===== config.mk =====
export PLATFORM = sky130hd
export DESIGN_NAME = freq_select_ctrl_flat
export DESIGN_NICKNAME = d
export VERILOG_FILES = /design/src/rtl/freq_select_if.sv /design/src/rtl/freq_select_ctrl.sv /design/src/flat_wrapper.sv
export SDC_FILE = /design/constraint.sdc
export NUM_CORES = 1
export LEC_CHECK = 0
export ABC_AREA = 1
export ABC_CLOCK_PERIOD_IN_PS = 2700
export BUFFER_PORTS_ARGS = -buffer_cell sky130_fd_sc_hd__clkbuf_2
export CORE_MARGIN = 3
export CORE_UTILIZATION = 57
export DETAILED_ROUTE_END_ITERATION = 7
export PLACE_DENSITY = 0.74
export REMOVE_ABC_BUFFERS = 1
export SLEW_MARGIN = 25
export SYNTH_ARGS = -nofsm -noshare
export SYNTH_HDL_FRONTEND = slang
export SYNTH_SLANG_ARGS = --single-unit
export TNS_END_PERCENT = 20

===== constraint.sdc =====
create_clock -name CLK_50 -period 2.7 [get_ports CLK_50]
set_input_delay 0.135 -clock CLK_50 [delete_from_list [all_inputs] [get_ports CLK_50]]
set_output_delay 0.135 -clock CLK_50 [all_outputs]
set_load 0.02 [all_outputs]

===== src/rtl/freq_select_if.sv =====
// rtl/freq_select_if.sv - button/level bundle between board pins, selector and divider
//
// Purpose: groups the raw pushbutton inputs and the frequency-level outputs of
//          freq_select_ctrl so that both travel through a single port.
// Ports (signals):
//   pb_freq_up, pb_freq_dn  raw buttons, active-high, asynchronous to CLK_50
//   freq_num[LVL_W]         current frequency level
//   level_changed           one-cycle pulse when freq_num takes a new value
//   at_min, at_max          level at 0 / at MAX_LEVEL
//   dbUP, dbDN              debounced button levels
// Modports: master drives the buttons (board / bench); slave is the selector.
interface freq_select_if #(
   parameter int LVL_W = 3
);
   logic             pb_freq_up;
   logic             pb_freq_dn;
   logic [LVL_W-1:0] freq_num;
   logic             level_changed;
   logic             at_min;
   logic             at_max;
   logic             dbUP;
   logic             dbDN;

   modport master (
      output pb_freq_up, pb_freq_dn,
      input  freq_num, level_changed, at_min, at_max, dbUP, dbDN
   );

   modport slave (
      input  pb_freq_up, pb_freq_dn,
      output freq_num, level_changed, at_min, at_max, dbUP, dbDN
   );
endinterface


===== src/rtl/freq_select_ctrl.sv =====
// rtl/freq_select_ctrl.sv - debounced up/down buttons with auto-repeat driving a saturating level
//
// Purpose: synchronises and debounces the up/down pushbuttons, runs a press/hold
//          auto-repeat FSM and keeps the saturating frequency level (0..MAX_LEVEL)
//          used by the throttle clock divider.
// Ports:
//   CLK_50  in  50 MHz system clock
//   reset   in  asynchronous, active-high reset
//   bus     freq_select_if.slave: pb_freq_up/pb_freq_dn in; freq_num, level_changed,
//           at_min, at_max, dbUP, dbDN out
module freq_select_ctrl #(
   parameter int DB_CYCLES    = 500000,
   parameter int REPEAT_DELAY = 25000000,
   parameter int REPEAT_RATE  = 10000000,
   parameter int MAX_LEVEL    = 5,
   parameter int LVL_W        = 3
) (
   input  logic          CLK_50,
   input  logic          reset,
   freq_select_if.slave  bus
);
   localparam int DB_W    = $clog2(DB_CYCLES + 1);
   localparam int TMR_MAX = (REPEAT_DELAY > REPEAT_RATE) ? REPEAT_DELAY : REPEAT_RATE;
   localparam int TMR_W   = $clog2(TMR_MAX + 1);

   localparam logic [1:0] ST_IDLE   = 2'd0;
   localparam logic [1:0] ST_ARMED  = 2'd1;
   localparam logic [1:0] ST_REPEAT = 2'd2;

   localparam logic [1:0] DIR_NONE = 2'd0;
   localparam logic [1:0] DIR_UP   = 2'd1;
   localparam logic [1:0] DIR_DN   = 2'd2;

   // Bit 0 is the up button, bit 1 the down button throughout.
   logic [1:0]            sync1_q, sync1_d;
   logic [1:0]            sync2_q, sync2_d;
   logic [1:0]            db_q, db_d;
   logic [1:0][DB_W-1:0]  db_cnt_q, db_cnt_d;
   logic [1:0]            state_q, state_d;
   logic [1:0]            dir_q, dir_d;
   logic [TMR_W-1:0]      timer_q, timer_d;
   logic [LVL_W-1:0]      freq_num_q, freq_num_d;
   logic                  level_changed_q, level_changed_d;
   // Stored as "above minimum" so every flop clears on reset while at_min reads 1.
   logic                  above_min_q, above_min_d;
   logic                  at_max_q, at_max_d;

   logic [1:0]            dir;
   logic                  step;

   always_comb begin
      sync1_d = {bus.pb_freq_dn, bus.pb_freq_up};
      sync2_d = sync1_q;
      db_d    = db_q;
      for (int i = 0; i < 2; i++) begin
         db_cnt_d[i] = '0;
         if (sync2_q[i] != db_q[i]) begin
            // The flip happens on the edge where the count would reach DB_CYCLES.
            if (db_cnt_q[i] == DB_W'(DB_CYCLES - 1)) begin
               db_d[i] = ~db_q[i];
            end else begin
               db_cnt_d[i] = db_cnt_q[i] + DB_W'(1);
            end
         end
      end
   end

   always_comb begin
      case (db_q)
         2'b01:   dir = DIR_UP;
         2'b10:   dir = DIR_DN;
         default: dir = DIR_NONE;
      endcase

      step    = 1'b0;
      state_d = state_q;
      dir_d   = dir_q;
      timer_d = timer_q;
      case (state_q)
         ST_IDLE: begin
            if (dir != DIR_NONE) begin
               step    = 1'b1;
               dir_d   = dir;
               timer_d = TMR_W'(REPEAT_DELAY - 1);
               state_d = ST_ARMED;
            end
         end
         ST_ARMED, ST_REPEAT: begin
            // Any change of direction (including via "both pressed") abandons the hold.
            if (dir != dir_q) begin
               state_d = ST_IDLE;
               timer_d = '0;
            end else if (timer_q == '0) begin
               step    = 1'b1;
               timer_d = TMR_W'(REPEAT_RATE - 1);
               state_d = ST_REPEAT;
            end else begin
               timer_d = timer_q - TMR_W'(1);
            end
         end
         default: begin
            state_d = ST_IDLE;
            timer_d = '0;
         end
      endcase

      freq_num_d      = freq_num_q;
      level_changed_d = 1'b0;
      if (step) begin
         if (dir == DIR_UP && freq_num_q != LVL_W'(MAX_LEVEL)) begin
            freq_num_d      = freq_num_q + LVL_W'(1);
            level_changed_d = 1'b1;
         end else if (dir == DIR_DN && freq_num_q != '0) begin
            freq_num_d      = freq_num_q - LVL_W'(1);
            level_changed_d = 1'b1;
         end
      end
      // Flags are registered alongside freq_num so they never glitch between steps.
      above_min_d = (freq_num_d != '0);
      at_max_d    = (freq_num_d == LVL_W'(MAX_LEVEL));
   end

   always_ff @(posedge CLK_50 or posedge reset) begin
      if (reset) begin
         sync1_q         <= '0;
         sync2_q         <= '0;
         db_q            <= '0;
         db_cnt_q        <= '0;
         state_q         <= ST_IDLE;
         dir_q           <= DIR_NONE;
         timer_q         <= '0;
         freq_num_q      <= '0;
         level_changed_q <= 1'b0;
         above_min_q     <= 1'b0;
         at_max_q        <= 1'b0;
      end else begin
         sync1_q         <= sync1_d;
         sync2_q         <= sync2_d;
         db_q            <= db_d;
         db_cnt_q        <= db_cnt_d;
         state_q         <= state_d;
         dir_q           <= dir_d;
         timer_q         <= timer_d;
         freq_num_q      <= freq_num_d;
         level_changed_q <= level_changed_d;
         above_min_q     <= above_min_d;
         at_max_q        <= at_max_d;
      end
   end

   assign bus.freq_num      = freq_num_q;
   assign bus.level_changed = level_changed_q;
   assign bus.at_min        = ~above_min_q;
   assign bus.at_max        = at_max_q;
   assign bus.dbUP          = db_q[0];
   assign bus.dbDN          = db_q[1];
endmodule


===== src/flat_wrapper.sv =====
// flat-port wrapper written by rule: the top's interface ports become plain ports
module freq_select_ctrl_flat 
#(
   parameter int DB_CYCLES    = 500000,
   parameter int REPEAT_DELAY = 25000000,
   parameter int REPEAT_RATE  = 10000000,
   parameter int MAX_LEVEL    = 5,
   parameter int LVL_W        = 3
)
  (CLK_50, reset, bus_pb_freq_up, bus_pb_freq_dn, bus_freq_num, bus_level_changed, bus_at_min, bus_at_max, bus_dbUP, bus_dbDN);
  freq_select_if #(.LVL_W(LVL_W)) bus_i ();
  input  logic CLK_50;
  input  logic reset;
  input wire logic [$bits(bus_i.pb_freq_up)-1:0] bus_pb_freq_up;
  input wire logic [$bits(bus_i.pb_freq_dn)-1:0] bus_pb_freq_dn;
  output wire logic [$bits(bus_i.freq_num)-1:0] bus_freq_num;
  output wire logic [$bits(bus_i.level_changed)-1:0] bus_level_changed;
  output wire logic [$bits(bus_i.at_min)-1:0] bus_at_min;
  output wire logic [$bits(bus_i.at_max)-1:0] bus_at_max;
  output wire logic [$bits(bus_i.dbUP)-1:0] bus_dbUP;
  output wire logic [$bits(bus_i.dbDN)-1:0] bus_dbDN;
  assign bus_i.pb_freq_up = bus_pb_freq_up;
  assign bus_i.pb_freq_dn = bus_pb_freq_dn;
  assign bus_freq_num = bus_i.freq_num;
  assign bus_level_changed = bus_i.level_changed;
  assign bus_at_min = bus_i.at_min;
  assign bus_at_max = bus_i.at_max;
  assign bus_dbUP = bus_i.dbUP;
  assign bus_dbDN = bus_i.dbDN;
  freq_select_ctrl #(.DB_CYCLES(DB_CYCLES), .REPEAT_DELAY(REPEAT_DELAY), .REPEAT_RATE(REPEAT_RATE), .MAX_LEVEL(MAX_LEVEL), .LVL_W(LVL_W)) u_core (.CLK_50(CLK_50), .reset(reset), .bus(bus_i));
endmodule

# ---- Word level (Yosys, flattened, before mapping)
# Cells that the tools add are included.
dict set report op_classes {
  n_reduce_logical 12
  n_eq_ne 15
  muxes 23
  addsub 5
  bitwise 3
}
# operator n
set ops {}
lappend ops {{19-bit two-way mux} 4}
lappend ops {{25-bit two-way mux} 3}
lappend ops {{25-bit one-hot mux with 2 select lines} 1}
lappend ops {{19-bit by 1-bit adder with 19-bit output (second input constant)} 2}
lappend ops {{19-bit equality test (second input constant)} 2}
lappend ops {{25-bit zero test} 1}
lappend ops {{25-bit by 1-bit subtractor with 25-bit output (second input constant)} 1}
lappend ops {{3-bit two-way mux} 3}
lappend ops {{2-bit one-hot mux with 2 select lines} 2}
lappend ops {{2-bit AND reduction} 4}
lappend ops {{2-bit by 1-bit equality test with 1-bit output (second input constant)} 3}
lappend ops {{2-bit equality test (second input constant)} 3}
lappend ops {{1-bit two-way mux} 6}
lappend ops {{2-bit two-way mux} 3}
lappend ops {{3-bit nonzero test} 2}
lappend ops {{3-bit by 1-bit adder with 3-bit output (second input constant)} 1}
lappend ops {{3-bit equality test (second input constant)} 1}
lappend ops {{3-bit by 1-bit != test with 1-bit output (second input constant)} 1}
lappend ops {{3-bit != test (second input constant)} 1}
lappend ops {{1-bit NOT} 3}
lappend ops {{3-bit by 1-bit subtractor with 3-bit output (second input constant)} 1}
lappend ops {{1-bit logical AND} 2}
lappend ops {{2-bit zero test} 1}
lappend ops {{1-bit != test} 2}
lappend ops {{5 further kinds} 5}
dict set report totals {
  in_bits 4
  elab_cells 71
  out_inout_bits 8
  register_bits 79
}

# ---- Logic depth before layout (Yosys ltp)
dict set report depth {
  word_depth 8
  depth_mapped 14
  mapped_depth_nobuf 14
}

# ---- Worst setup path before layout
# No wires, ideal clock.
dict set report synth_path {
  path_type {register -> register}
  startpoint {register u_core.freq_num_q[0] (netlist: u_core.bus.freq_num[0])}
  endpoint {register u_core.at_max_q (netlist: u_core.bus.at_max)}
  t_required_ps 2585
  arrival_time_ps 1832
  period_less_slack_ps 1946
  stages_incl_launch_ff 14
  path_buffers 1
  slack_ps 754
  path_cell_list {dfrtp_1 -> inv_1 -> ha_1 -> ha_1 -> or2_0 -> clkbuf_2 -> o21ai_0 -> nand2_1 -> nand2_1 -> nand3_1 -> nand2_2 -> inv_2 -> nand2_1 -> nor2_2}
}
dict set report synth_between {
  elab_chain_len 6
  word_cells_on_any_way 10
  classes_between {add/sub: 2; eq/ne: 2; mux: 3; reduce/logical: 3}
}
# item line_no
set synth_lines {}
lappend synth_lines {{start: declaration} freq_select_ctrl.sv:42} ;# logic [LVL_W-1:0] freq_num_q, freq_num_d;
lappend synth_lines {{start signal: assignment} freq_select_ctrl.sv:144} ;# freq_num_q <= freq_num_d;
lappend synth_lines {{branches (longest 3 deep; another with 3-bit by 1-bit subtractor with 3-bit output)} -}
lappend synth_lines {{3-bit two-way mux *} freq_select_ctrl.sv:110} ;# if (dir == DIR_UP && freq_num_q != LVL_W'(MAX_LEVEL)) begin
lappend synth_lines {{3-bit two-way mux *} freq_select_ctrl.sv:109} ;# if (step) begin
lappend synth_lines {{named net u_core.freq_num_d[1]} freq_select_ctrl.sv:42}
lappend synth_lines {{3-bit equality test *} freq_select_ctrl.sv:120} ;# at_max_d = (freq_num_d == LVL_W'(MAX_LEVEL));
lappend synth_lines {{named net u_core.at_max_d} freq_select_ctrl.sv:46} ;# logic at_max_q, at_max_d;
lappend synth_lines {{end signal: assignment} freq_select_ctrl.sv:147} ;# at_max_q <= at_max_d;
lappend synth_lines {{end: declaration} freq_select_ctrl.sv:46}
# Mark *: on every way through the listed nets, which the timed path passes.
# A chain may end at the register's enable or synchronous reset.

# ---- Worst setup path in the final report
dict set report layout_path {
  startpoint {register u_core.db_q[1]}
  endpoint {register u_core.timer_q[17]}
}
dict set report layout_between {
  elab_chain_len 5
  word_cells_on_any_way 8
  classes_between {eq/ne: 4; mux: 3; reduce/logical: 1}
}
# item line_no
set layout_lines {}
lappend layout_lines {{start: declaration} freq_select_ctrl.sv:37} ;# logic [1:0] db_q, db_d;
lappend layout_lines {{start signal: assignment} freq_select_ctrl.sv:127} ;# db_q <= '0;
lappend layout_lines {{start signal: assignment} freq_select_ctrl.sv:139} ;# db_q <= db_d;
lappend layout_lines {{2-bit equality test / 2-bit by 1-bit equality test with 1-bit output (equally long branches)} freq_select_ctrl.sv:69} ;# case (db_q)
lappend layout_lines {{2-bit one-hot mux with 2 select lines *} freq_select_ctrl.sv:69}
lappend layout_lines {{2-bit != test} freq_select_ctrl.sv:90} ;# if (dir != dir_q) begin
lappend layout_lines {{25-bit two-way mux} freq_select_ctrl.sv:90}
lappend layout_lines {{25-bit one-hot mux with 2 select lines} freq_select_ctrl.sv:79} ;# case (state_q)
lappend layout_lines {{end signal: assignment} freq_select_ctrl.sv:143} ;# timer_q <= timer_d;
lappend layout_lines {{end: declaration} freq_select_ctrl.sv:41} ;# logic [TMR_W-1:0] timer_q, timer_d;
# Mark *: on every way between the ends. The rest lies on a longest branch, timed or not.

==> flow_summary_export.csv <==
group,metric,value,unit
status,status,"complete, no violations",
power_and_ir_drop,switching_share,22.6,%
synth,async_flop_share,100,%
critical_path,end_kind,"flop",
synth,yosysSeqAreaShare,43.3,%
critical_path,worstPathCellList,"inv_1, ha_1, nand2_2, inv_2, nor2_1, nand2_1, inv_2, nand2_2, inv_2, a22oi_1, a21oi_1",
critical_path,critPathArrivalTime,2410,ps
placement,dp_cells,671,
synth,synth_area_per_cell,8.12,µm²
grt,grt_pass1_wl,15800,µm
cts,insertion_delay,350,ps
synth,synthAdderAreaFrac,3.29,%
cts,cts_buffer_depth,2,
placement,place_congestion,0.919,
final_layout,num-fill-cells,661,
drt,viasPerCell,5.39,
floorplanning,fp.dieH,95.5,µm
critical_path,critPathLaunch,"u_core.db_q[1]",
grt,antenna_found_initial,0,
power_and_ir_drop,leakagePower,0.00245,µW
placement,pre_cts_slack,607,ps
synth,synth_mux_area_share,0.493,%
power_and_ir_drop,p_sw,507,µW
synth,ys.flop_type,"dfrtp_1",
floorplanning,fp.dieW,95.5,µm
synth,synth_cells,562,
synth,synth_compound_area_share,9.87,%
critical_path,crit_type,"reg2reg",
grt,grt_overflow,0,
synth,yosysUniqueCellTypes,47,
cts,post_cts_buffers,0,
synth,synthSimpleGateAreaFrac,30.4,%
cts,cts_max_level,3,
grt,grt_pass1_vias,3519,
critical_path,setup.worst_path.start_class,"flop",
hold_path,worstHoldStart,"u_core.sync1_q[1]",
critical_path,critical_path.max_fanout,14,
flow_run,max-cap-violations,0,
drt,dr.pass1.iters,6,
placement,port_buffers,11,
power_and_ir_drop,cellPowerDensity,449,nW/µm²
cts,hold_buffers,3,
timing,setup_violations,0,
drt,drtIter0Drc,269,
synth,yosys_warnings,0,
timing,rsz0062_at_grt,"false",
critical_path,reg2reg_slack,570,ps
drt,wl_per_cell,13.5,µm
floorplanning,die_area,9120,µm²
power_and_ir_drop,p_int,1740,µW
cts,post_cts_resized,0,
floorplanning,start_util,58.8,%
grt,grt_max_degree,48,
synth,synth_top_family_by_area,"simple AND/OR/NAND/NOR gates",
final_layout,syn2layout_area_growth,9.35,%
final_layout,mostFrequentLayoutCells,"nand2_1, inv_1, dfrtp_1",
hold_path,hold_path.class,"reg2reg",
cts,cts.root.buffer_cell,"clkbuf_8",
timing,max_freq,0.469,GHz
synth,ys_ff_latch,79,
final_layout,num_antenna_cells,0,
timing,setup_ws,570,ps
drt,drt-total-wl,9320,µm
critical_path,critPathSlowestCell,"dfrtp_1",
cts,cts_tree,"done",
critical_path,timing.rr.start,"u_core.db_q[1]",
synth,synth_edf_count,0,
timing,post-route-period-util,78.9,%
drt,vias,3718,
synth,synth_area,4570,µm²
power_and_ir_drop,power,2240,µW
timing,worst_pin_slew,821,ps
power_and_ir_drop,clockPowerShare,43.8,%
drt,drc,0,
cts,numCtsBuffers,9,
critical_path,slowest_delay,420,ps
timing,timing.slew.headroom,45.2,%
final_layout,register_area,1980,µm²
grt,grt_util_all_layers,21.7,%
timing,period_minus_slack,2130,ps
floorplanning,rows,32,
cts,clk_pin_slew,80,ps
critical_path,required,2980,ps
floorplanning,ioPinCount,12,
drt,antenna_left,0,
placement,hpwl,6810,µm
final_layout,mostFrequentLayoutCell,"nand2_1",
critical_path,path_common_cell,"inv_2",
timing,hold_viol,0,
floorplanning,core,7770,µm²
final_layout,drive_gt1_share,14.5,%
power_and_ir_drop,seqPwrFrac,53.6,%
power_and_ir_drop,pwr-share-comb,2.6,%
final_layout,fin_cells,690,
final_layout,layout.nets,599,
final_layout,multi_input_area,2210,µm²
cts,clock-sinks,79,
timing,skew,9.84,ps
timing,report.final.slew_viol_count,0,
power_and_ir_drop,worst_ir_drop_vdd,0.376,mV
timing,finalSetupTns,0,ps
timing,holdWs,353,ps
synth,synthXorXnorAreaFrac,4.41,%
==> per-stage QoR <==
step	cell area [µm²]	util, %
after global placement	4740	61.1
after global routing	4990	64.3
final	4990	64.3
after floorplan	4540	-
after CTS	4990	64.3
after detailed placement	4740	61.1
==> layer usage <==
metal  global-route usage [%]  wire length [µm]
met1                     29.5              4410
met2                     35.5              4490
met3                     4.18               290
met4                     6.40               126
met5                        0                 0
==> worst paths after layout <==
| path | endpoint | cells after the start |
|---|---|---|
| max | u_core.timer_q[17] | 11 |
| min | u_core.sync2_q[1] | 0 |
| max reg2reg | u_core.timer_q[17] | 11 |
| min reg2reg | u_core.sync2_q[1] | 0 |
| max in group asynchronous | u_core.dir_q[1] | 4 |
| min in group asynchronous | u_core.db_cnt_q[23] | 3 |
==> cell families after synthesis <==
family / Yosys count
muxes: 2
DFF: 79
xor gates and xnor gates: 23
adders and majority gates: 12
buffers and inverters: 99
AOI/OAI and AO/OA: 77
and+or+nand+nor: 270
==> flip-flops by register name (all words and copies together), names as in the netlist <==
register	count
u_core.above_min_q	1
u_core.bus.at_max	1
u_core.bus.freq_num	3
u_core.bus.level_changed	1
u_core.db_cnt_q	38
u_core.db_q	2
u_core.dir_q	2
u_core.state_q	2
u_core.sync1_q	2
u_core.sync2_q	2
u_core.timer_q	25
==> synth_stat cells, types with 4 or more instances <==
master    instances  area share (%)
nand2_1          96             7.9
inv_1            84             6.9
dfrtp_1          79              43
nor2_1           52             4.3
nand3_1          30             3.3
o21ai_0          29             3.2
a21oi_1          22             2.4
nor3_1           20             2.2
xor2_1           20             3.8
nand4_1          15             2.1
nor2_2           13             1.8
ha_1             12             3.3
nand2_2          10             1.4
nor2_4            8             2.0
o211ai_1          7             1.2
inv_2             6            0.49
o21ai_1           5            0.55
nor4_1            4            0.55
==> critical path, delay by kind of cell (launching register included) <==
family / cells / cell delay (ps)
buffers and inverters: 4 / 520
DFF: 1 / 420
AOI/OAI and AO/OA: 2 / 190
adders and majority gates: 1 / 310
and+or+nand+nor: 4 / 610
==> final cells by class <==
| cell class | count | share of cell area, % |
|---|---|---|
| multi-input cells | 384 | 44.3 |
| flip-flops and latches | 79 | 39.6 |
| inverters | 92 | 6.94 |
| clock buffers | 10 | 2.56 |
| well taps | 102 | 2.56 |
| repair buffers | 17 | 2.16 |
| clock inverters | 6 | 1.85 |
==> power by group through the flow <==
stage | clock network, µW | logic [µW] | registers [µW]
floorplan | 0 | 39.2 | 1220
global placement | 0 | 56.4 | 1220
detailed placement | 0 | 57.2 | 1220
CTS | 998 | 60.6 | 1200
global route | 1050 | 68.3 | 1200
finish | 983 | 58.4 | 1200
No activity file was read; power rests on OpenSTA's default activity.
